**src/rtl/des_sched_pkg.sv**
```systemverilog
// Shared types and default widths for the DES region scheduler.
// Top FSM and per-worker slot states.
package des_sched_pkg;

  typedef enum logic [1:0] {
    IDLE,
    RUN,
    DRAIN,
    DONE
  } top_state_t;

  typedef enum logic [1:0] {
    FREE,
    RUNNING,
    HARVEST
  } slot_state_t;

  localparam int NUM_BLOCKS_D = 4;
  localparam int REGION_W_D   = 16;
  localparam int COUNT_W_D    = 48;
  localparam int ACC_W_D      = 64;

endpackage

```
**src/rtl/des_region_scheduler_if.sv**
```systemverilog
// Worker bus between the scheduler and its des_block array.
// Master drives start/region, slave returns valid/counter.
interface des_region_scheduler_if
  import des_sched_pkg::*;
#(
  parameter int NUM_BLOCKS = NUM_BLOCKS_D,
  parameter int REGION_W   = REGION_W_D,
  parameter int COUNT_W    = COUNT_W_D
);

  logic [NUM_BLOCKS-1:0]          w_start;
  logic [NUM_BLOCKS*REGION_W-1:0] w_region;
  logic [NUM_BLOCKS-1:0]          w_valid;
  logic [NUM_BLOCKS*COUNT_W-1:0]  w_counter;

  modport master (
    output w_start,
    output w_region,
    input  w_valid,
    input  w_counter
  );

  modport slave (
    input  w_start,
    input  w_region,
    output w_valid,
    output w_counter
  );

endinterface

```
**src/rtl/des_region_scheduler_rr_arbiter.sv**
```systemverilog
// Round-robin arbiter: one-hot grant, search starts
// at the slot after the most recent grant.
module rr_arbiter #(
  parameter int N = 4
) (
  input  logic         clk,
  input  logic         rst_n,
  input  logic [N-1:0] req,
  output logic [N-1:0] gnt
);

  localparam int PW = (N > 1) ? $clog2(N) : 1;

  logic [PW-1:0] ptr_q;
  logic [PW-1:0] idx;
  logic [PW-1:0] gidx;
  logic          found;

  always_comb begin
    gnt   = '0;
    gidx  = '0;
    idx   = '0;
    found = 1'b0;
    for (int k = 0; k < N; k++) begin
      idx = PW'((int'(ptr_q) + k) % N);
      if (!found && req[idx]) begin
        gnt[idx] = 1'b1;
        gidx     = idx;
        found    = 1'b1;
      end
    end
  end

  always_ff @(posedge clk or negedge rst_n) begin
    if (!rst_n) begin
      ptr_q <= '0;
    end else if (found) begin
      ptr_q <= PW'((int'(gidx) + 1) % N);
    end
  end

endmodule

```
**src/rtl/des_region_scheduler.sv**
```systemverilog
// Region dispatcher for parallel des_block workers with
// a single shared accumulator for harvested counters.
module des_region_scheduler
  import des_sched_pkg::*;
#(
  parameter int NUM_BLOCKS = NUM_BLOCKS_D,
  parameter int REGION_W   = REGION_W_D,
  parameter int COUNT_W    = COUNT_W_D,
  parameter int ACC_W      = ACC_W_D
) (
  input  logic                clk,
  input  logic                rst_n,
  input  logic                cmd_start,
  input  logic                cmd_abort,
  input  logic [REGION_W-1:0] region_first,
  input  logic [REGION_W-1:0] region_last,
  des_region_scheduler_if.master w,
  output logic                busy,
  output logic                done,
  output logic                aborted,
  output logic [ACC_W-1:0]    total_count,
  output logic [REGION_W:0]   regions_done
);

  localparam int IW = (NUM_BLOCKS > 1) ? $clog2(NUM_BLOCKS) : 1;
  localparam logic [REGION_W:0] ONE = (REGION_W+1)'(1);

  top_state_t  state_q;
  top_state_t  state_d;
  slot_state_t slot_q [NUM_BLOCKS];

  logic [REGION_W:0]              next_q;
  logic [REGION_W-1:0]            last_q;
  logic [NUM_BLOCKS*REGION_W-1:0] region_q;

  logic                  active;
  logic                  abort_hit;
  logic                  start_ok;
  logic                  more;
  logic                  all_free;
  logic                  disp_vld;
  logic [IW-1:0]         disp_idx;
  logic [NUM_BLOCKS-1:0] free_v;
  logic [NUM_BLOCKS-1:0] req;
  logic [NUM_BLOCKS-1:0] gnt;
  logic [COUNT_W-1:0]    harv;

  assign active    = (state_q == RUN) || (state_q == DRAIN);
  assign abort_hit = cmd_abort && active;
  assign start_ok  = cmd_start && !cmd_abort &&
                     ((state_q == IDLE) || (state_q == DONE));
  // Extra MSB keeps an all-ones region_last from wrapping.
  assign more      = next_q <= {1'b0, last_q};
  assign all_free  = &free_v;

  assign w.w_start  = ~free_v;
  assign w.w_region = region_q;

  always_comb begin
    for (int i = 0; i < NUM_BLOCKS; i++) begin
      free_v[i] = slot_q[i] == FREE;
      req[i]    = (slot_q[i] == HARVEST) && !abort_hit;
    end
  end

  always_comb begin
    disp_idx = '0;
    for (int i = NUM_BLOCKS - 1; i >= 0; i--) begin
      if (free_v[i]) disp_idx = IW'(i);
    end
    disp_vld = (|free_v) && (state_q == RUN) &&
               more && !cmd_abort;
  end

  always_comb begin
    harv = '0;
    for (int i = 0; i < NUM_BLOCKS; i++) begin
      if (gnt[i]) harv = harv | w.w_counter[i*COUNT_W +: COUNT_W];
    end
  end

  rr_arbiter #(.N(NUM_BLOCKS)) u_arb (
    .clk   (clk),
    .rst_n (rst_n),
    .req   (req),
    .gnt   (gnt)
  );

  always_ff @(posedge clk or negedge rst_n) begin
    if (!rst_n) state_q <= IDLE;
    else        state_q <= state_d;
  end

  always_comb begin
    state_d = state_q;
    unique case (state_q)
      IDLE, DONE: if (start_ok) state_d = RUN;
      RUN: begin
        if (cmd_abort)  state_d = DONE;
        else if (!more) state_d = DRAIN;
      end
      DRAIN: begin
        if (cmd_abort)     state_d = DONE;
        else if (all_free) state_d = DONE;
      end
      default: state_d = IDLE;
    endcase
  end

  always_comb begin
    busy = active;
    done = state_q == DONE;
  end

  always_ff @(posedge clk or negedge rst_n) begin
    if (!rst_n) begin
      for (int i = 0; i < NUM_BLOCKS; i++) slot_q[i] <= FREE;
      region_q <= '0;
    end else begin
      for (int i = 0; i < NUM_BLOCKS; i++) begin
        unique case (slot_q[i])
          FREE: begin
            if (disp_vld && disp_idx == IW'(i)) begin
              slot_q[i] <= RUNNING;
              region_q[i*REGION_W +: REGION_W] <=
                next_q[REGION_W-1:0];
            end
          end
          RUNNING: if (w.w_valid[i]) slot_q[i] <= HARVEST;
          HARVEST: if (gnt[i])       slot_q[i] <= FREE;
          default: slot_q[i] <= FREE;
        endcase
        if (abort_hit) slot_q[i] <= FREE;
      end
    end
  end

  always_ff @(posedge clk or negedge rst_n) begin
    if (!rst_n) begin
      next_q       <= '0;
      last_q       <= '0;
      total_count  <= '0;
      regions_done <= '0;
      aborted      <= 1'b0;
    end else if (start_ok) begin
      next_q       <= {1'b0, region_first};
      last_q       <= region_last;
      total_count  <= '0;
      regions_done <= '0;
      aborted      <= 1'b0;
    end else if (abort_hit) begin
      aborted <= 1'b1;
    end else begin
      if (disp_vld) next_q <= next_q + ONE;
      if (|gnt) begin
        total_count  <= total_count + ACC_W'(harv);
        regions_done <= regions_done + ONE;
      end
    end
  end

endmodule

```
**src/flat_wrapper.sv**
```systemverilog
// flat-port wrapper written by rule: the top's interface ports become plain ports
module des_region_scheduler_flat import des_sched_pkg::*;
#(
  parameter int NUM_BLOCKS = NUM_BLOCKS_D,
  parameter int REGION_W   = REGION_W_D,
  parameter int COUNT_W    = COUNT_W_D,
  parameter int ACC_W      = ACC_W_D
)
  (clk, rst_n, cmd_start, cmd_abort, region_first, region_last, busy, done, aborted, total_count, regions_done, w_w_start, w_w_region, w_w_valid, w_w_counter);
  des_region_scheduler_if #(.NUM_BLOCKS(NUM_BLOCKS), .REGION_W(REGION_W), .COUNT_W(COUNT_W)) w_i ();
  input  logic clk;
  input  logic rst_n;
  input  logic cmd_start;
  input  logic cmd_abort;
  input  logic [REGION_W-1:0] region_first;
  input  logic [REGION_W-1:0] region_last;
  output logic busy;
  output logic done;
  output logic aborted;
  output logic [ACC_W-1:0] total_count;
  output logic [REGION_W:0] regions_done;
  output wire logic [$bits(w_i.w_start)-1:0] w_w_start;
  output wire logic [$bits(w_i.w_region)-1:0] w_w_region;
  input wire logic [$bits(w_i.w_valid)-1:0] w_w_valid;
  input wire logic [$bits(w_i.w_counter)-1:0] w_w_counter;
  assign w_w_start = w_i.w_start;
  assign w_w_region = w_i.w_region;
  assign w_i.w_valid = w_w_valid;
  assign w_i.w_counter = w_w_counter;
  des_region_scheduler #(.NUM_BLOCKS(NUM_BLOCKS), .REGION_W(REGION_W), .COUNT_W(COUNT_W), .ACC_W(ACC_W)) u_core (.clk(clk), .rst_n(rst_n), .cmd_start(cmd_start), .cmd_abort(cmd_abort), .region_first(region_first), .region_last(region_last), .w(w_i), .busy(busy), .done(done), .aborted(aborted), .total_count(total_count), .regions_done(regions_done));
endmodule
```
**config.mk**
```make
export PLATFORM = sky130hd
export DESIGN_NAME = des_region_scheduler_flat
export DESIGN_NICKNAME = d
export VERILOG_FILES = /design/src/rtl/des_sched_pkg.sv /design/src/rtl/des_region_scheduler_if.sv /design/src/rtl/des_region_scheduler_rr_arbiter.sv /design/src/rtl/des_region_scheduler.sv /design/src/flat_wrapper.sv
export SDC_FILE = /design/constraint.sdc
export NUM_CORES = 1
export LEC_CHECK = 0
export BUFFER_PORTS_ARGS = -buffer_cell sky130_fd_sc_hd__buf_2
export CAP_MARGIN = 0
export CORE_ASPECT_RATIO = 1.4
export CORE_MARGIN = 5
export CORE_UTILIZATION = 30
export DETAILED_ROUTE_END_ITERATION = 10
export MAX_ROUTING_LAYER = met4
export PLACE_DENSITY = 0.5
export SYNTH_ARGS = -nofsm -noshare
export SYNTH_HDL_FRONTEND = slang
export SYNTH_SLANG_ARGS = --single-unit
```
**constraint.sdc**
```tcl
create_clock -name clk -period 19 [get_ports clk]
set_input_delay 0.95 -clock clk [delete_from_list [all_inputs] [get_ports clk]]
set_output_delay 0.95 -clock clk [all_outputs]
set_load 0.02 [all_outputs]
```
==> out/metrics.csv <==
metric;value;unit
drt_iter0_markers;617;
drive_above_1_share;28.5;%
track_usage;20.5;%
firstDrtPassIters;7;
synth_warnings;0;
count_of_endpoints_failing_hold_in_the_final_timing_report;0;
critPathLaunchType;register;
syn_inst;1400;
ys.flop_type;sky130_fd_sc_hd__dfrtp_1;
hold_path_end;u_core.w.w_region[35];
cts_root_buf;sky130_fd_sc_hd__clkbuf_16;
num-nets-final;2065;
clk_pin_slew;0.08;ns
finalNonFillerCells;2301;
die-area;0.0467;mm^2
gpl.final_weighted_congestion;0.879;
fp.dieH;254;um
vias_per_cell;5.19;
total_of_hold_buffers_inserted_after_clock_tree_synthesis;0;
criticalPathCategory;reg2reg;
final_min_period_over_clock_period;35.8;%
layout.cells.most_common;sky130_fd_sc_hd__buf_2;
postCtsSetupRepairBufs;0;
power.total;0.00242;W
power_density;154;mW/mm^2
worstPathRequired;19.34;ns
seq_area_frac_synth;37.5;%
postSynth.asyncResetShare;100;%
report.final.setup_viol;0;
grt.overflow.total;0;
cts_max_level;4;
hold_path_depth;2;
fp.dieW;184;um
syn_nets;1728;
boundaryPins;384;
ff_to_ff_setup_slack;12.20;ns
synth-edff-count;0;
max-slew-margin-rel;38.7;%
power.static_leakage;8.12;nW
syn-cell-area;0.0127;mm^2
core_area;0.0421;mm^2
grt_start_max_net_pins;97;
route.detailed.wl_per_inst;21.0;um
worst_setup_path_end_kind;register;
type_of_the_most_critical_hold_path;reg2reg;
worst_skew_pair.late_latency;0.45;ns
irDropWorstVdd;0.0000629;V
ys_ff_latch;191;
half_perimeter_wire_length_after_detailed_placement;37700;um
run_status;finished clean;
post_synth.cell_area_avg;9.10;um^2
io_buffers;383;
floorplan.rows;89;
final.min_clock_period;6.80;ns
most_area_hungry_cell_type_in_the_yosys_netlist;sky130_fd_sc_hd__dfrtp_1;
worst_r2r_path_depth;18;
ys_types;66;
grt_pass1_vias;12300;
clock_sinks;191;
worst_case_clock_skew;0.0198;ns
post_synth_main_area_contributors;sky130_fd_sc_hd__dfrtp_1 38%, sky130_fd_sc_hd__ha_1 9.3%, sky130_fd_sc_hd__nand2_1 5.9%;
grt_antenna_before_repair;7;
clockBufferDepth;2;
global_route_wire_length_before_repair;71700;um
timing.rr.start;u_core.u_arb.ptr_q[0];
starting_density_of_the_core;30.3;%
min_from;u_core.w.w_region[35];
place_inst;2264;
worst-slew-pin-transition;0.917;ns
dr_total_vias;12000;
synth.top_cell.area_share;37.5;%
crit-reg2reg-capture;u_core.total_count[63];
timing.fmax;0.147;GHz
max_cap_violations;0;
cts-buffers-inserted;17;
drcViolationCount;0;
area_delta_synth_final;23.8;%
final_antenna_net_count;0;
layout_common_cells;382 x sky130_fd_sc_hd__buf_2, 200 x sky130_fd_sc_hd__nand2_1, 191 x sky130_fd_sc_hd__dfrtp_1;
maxSlewViolCount;0;
post_cts.resized_instances;0;
crit_arrival;7.14;ns
cp_max_fo;41;
setup_repair_after_global_routing_missed_its_margin;false;
setup_tns;0;ns
cts_tree;yes;
drt_wl_total;48200;um
[how the worst max path moves through the flow]
| stage | from | cells after the start | slack [ns] | endpoint |
|---|---|---|---|---|
| 2_1_floorplan | u_core.u_arb.ptr_q[0] | 24 | 12.96 | u_core.total_count[60] |
| 3_3_place_gp | cmd_abort | 21 | 11.99 | u_core.total_count[54] |
| 3_5_place_dp | cmd_abort | 21 | 11.95 | u_core.total_count[52] |
| 4_1_cts | u_core.u_arb.ptr_q[0] | 20 | 12.15 | u_core.total_count[54] |
| 5_1_grt | u_core.u_arb.ptr_q[0] | 21 | 11.70 | u_core.total_count[58] |
| 6_report | u_core.u_arb.ptr_q[0] | 18 | 12.20 | u_core.total_count[63] |
[cell usage after synthesis (4+ instances only)]
cell	n
sky130_fd_sc_hd__a2111oi_0	4
sky130_fd_sc_hd__a211oi_1	9
sky130_fd_sc_hd__a21boi_0	4
sky130_fd_sc_hd__a21o_1	36
sky130_fd_sc_hd__a21oi_1	71
sky130_fd_sc_hd__a221oi_1	5
sky130_fd_sc_hd__a22o_1	20
sky130_fd_sc_hd__a22oi_1	97
sky130_fd_sc_hd__a31oi_1	12
sky130_fd_sc_hd__and2_1	12
sky130_fd_sc_hd__and3_1	14
sky130_fd_sc_hd__and4_1	4
sky130_fd_sc_hd__buf_2	16
sky130_fd_sc_hd__clkbuf_1	61
sky130_fd_sc_hd__dfrtp_1	191
sky130_fd_sc_hd__ha_1	95
sky130_fd_sc_hd__inv_1	41
sky130_fd_sc_hd__mux2_2	53
sky130_fd_sc_hd__mux4_2	4
sky130_fd_sc_hd__nand2_1	200
sky130_fd_sc_hd__nand2b_1	13
sky130_fd_sc_hd__nand3_1	40
sky130_fd_sc_hd__nand3b_1	5
sky130_fd_sc_hd__nand4_1	32
sky130_fd_sc_hd__nor2_1	70
sky130_fd_sc_hd__nor2b_1	6
sky130_fd_sc_hd__nor3_1	12
sky130_fd_sc_hd__nor4_1	6
sky130_fd_sc_hd__o211ai_1	8
sky130_fd_sc_hd__o21a_1	5
sky130_fd_sc_hd__o21ai_0	84
sky130_fd_sc_hd__o21bai_1	6
sky130_fd_sc_hd__o31ai_1	30
sky130_fd_sc_hd__or3_1	7
sky130_fd_sc_hd__xnor2_1	41
sky130_fd_sc_hd__xor2_1	39
[where the power goes]
part	total [W]	internal (W)	switching [W]	leakage, nW
Combinational	0.00139	0.000505	0.000886	5.32
Clock	0.000376	0.000181	0.000195	0.289
Sequential	0.000652	0.000533	0.000120	2.50
Total	0.00242	0.00122	0.00120	8.12
[final cells by class]
class                      count  area [um^2]
sequential                   191         4780
clock buffer                  18          439
timing repair buffer         398         2040
tap                          546          683
inverter                      41          154
antenna                        5         12.5
fill                        4375        26300
multi-input combinational   1088         7500
clock inverter                14          159
[worst max-delay path, stage by stage, from the launching register on]
cell                       delay [ns]
sky130_fd_sc_hd__dfrtp_1         0.64
sky130_fd_sc_hd__inv_1           0.28
sky130_fd_sc_hd__ha_1            0.56
sky130_fd_sc_hd__mux4_2          0.63
sky130_fd_sc_hd__nand3_1         0.11
sky130_fd_sc_hd__a21oi_1         0.07
sky130_fd_sc_hd__a221o_2         0.43
sky130_fd_sc_hd__buf_4           0.32
sky130_fd_sc_hd__a22oi_1         0.25
sky130_fd_sc_hd__nand2_1         0.14
sky130_fd_sc_hd__ha_1            0.41
sky130_fd_sc_hd__a21o_1          0.23
sky130_fd_sc_hd__a31oi_1         0.38
sky130_fd_sc_hd__o41ai_1         0.18
sky130_fd_sc_hd__a2111o_1        0.40
sky130_fd_sc_hd__a221oi_1        0.67
sky130_fd_sc_hd__o22ai_1         0.34
sky130_fd_sc_hd__and4_1          0.34
sky130_fd_sc_hd__a41o_1          0.24
[flip-flops by register name, indices dropped and copies added, names as in the netlist]
signal and cells:
u_core.total_count 64, u_core.aborted 1, u_core.w.w_region 64, u_core.next_q 17, u_core.state_q 2, u_core.regions_done 17
u_core.slot_q 8, u_core.last_q 16, u_core.u_arb.ptr_q 2
[routing by layer]
layer,vias to the layer above,wire length [um],share of wire [%],global-route usage [%]
li1,5806,-,-,-
met2,406,25400,53,37.6
met1,5691,18000,37,21.2
met5,-,0,0,-
met3,50,3460,7.2,5.41
met4,0,1290,2.7,6.40
[cells by family after synthesis]
family / synth area share, %
flip-flops: 37.5
AO/OA/AOI/OAI: 21.9
buffers and inverters: 3.78
multiplexers: 5.63
adder cells (fa/ha/maj): 9.49
XOR/XNOR: 5.50
AND/OR/NAND/NOR: 16.2
[stage by stage]
step | hold slack [ns] | util, % | setup WS, ns | area (um^2)
6_report | 0.484 | 37.4 | 12.20 | 15800
5_1_grt | 0.504 | 37.4 | 11.70 | 15800
4_1_cts | 0.489 | 37.4 | 12.15 | 15800
3_5_place_dp | 0.470 | 36.0 | 11.95 | 15200
3_3_place_gp | 0.460 | 36.0 | 11.99 | 15200
2_1_floorplan | 0.452 | - | 12.96 | 12700
(Power assumes the default switching activity.)
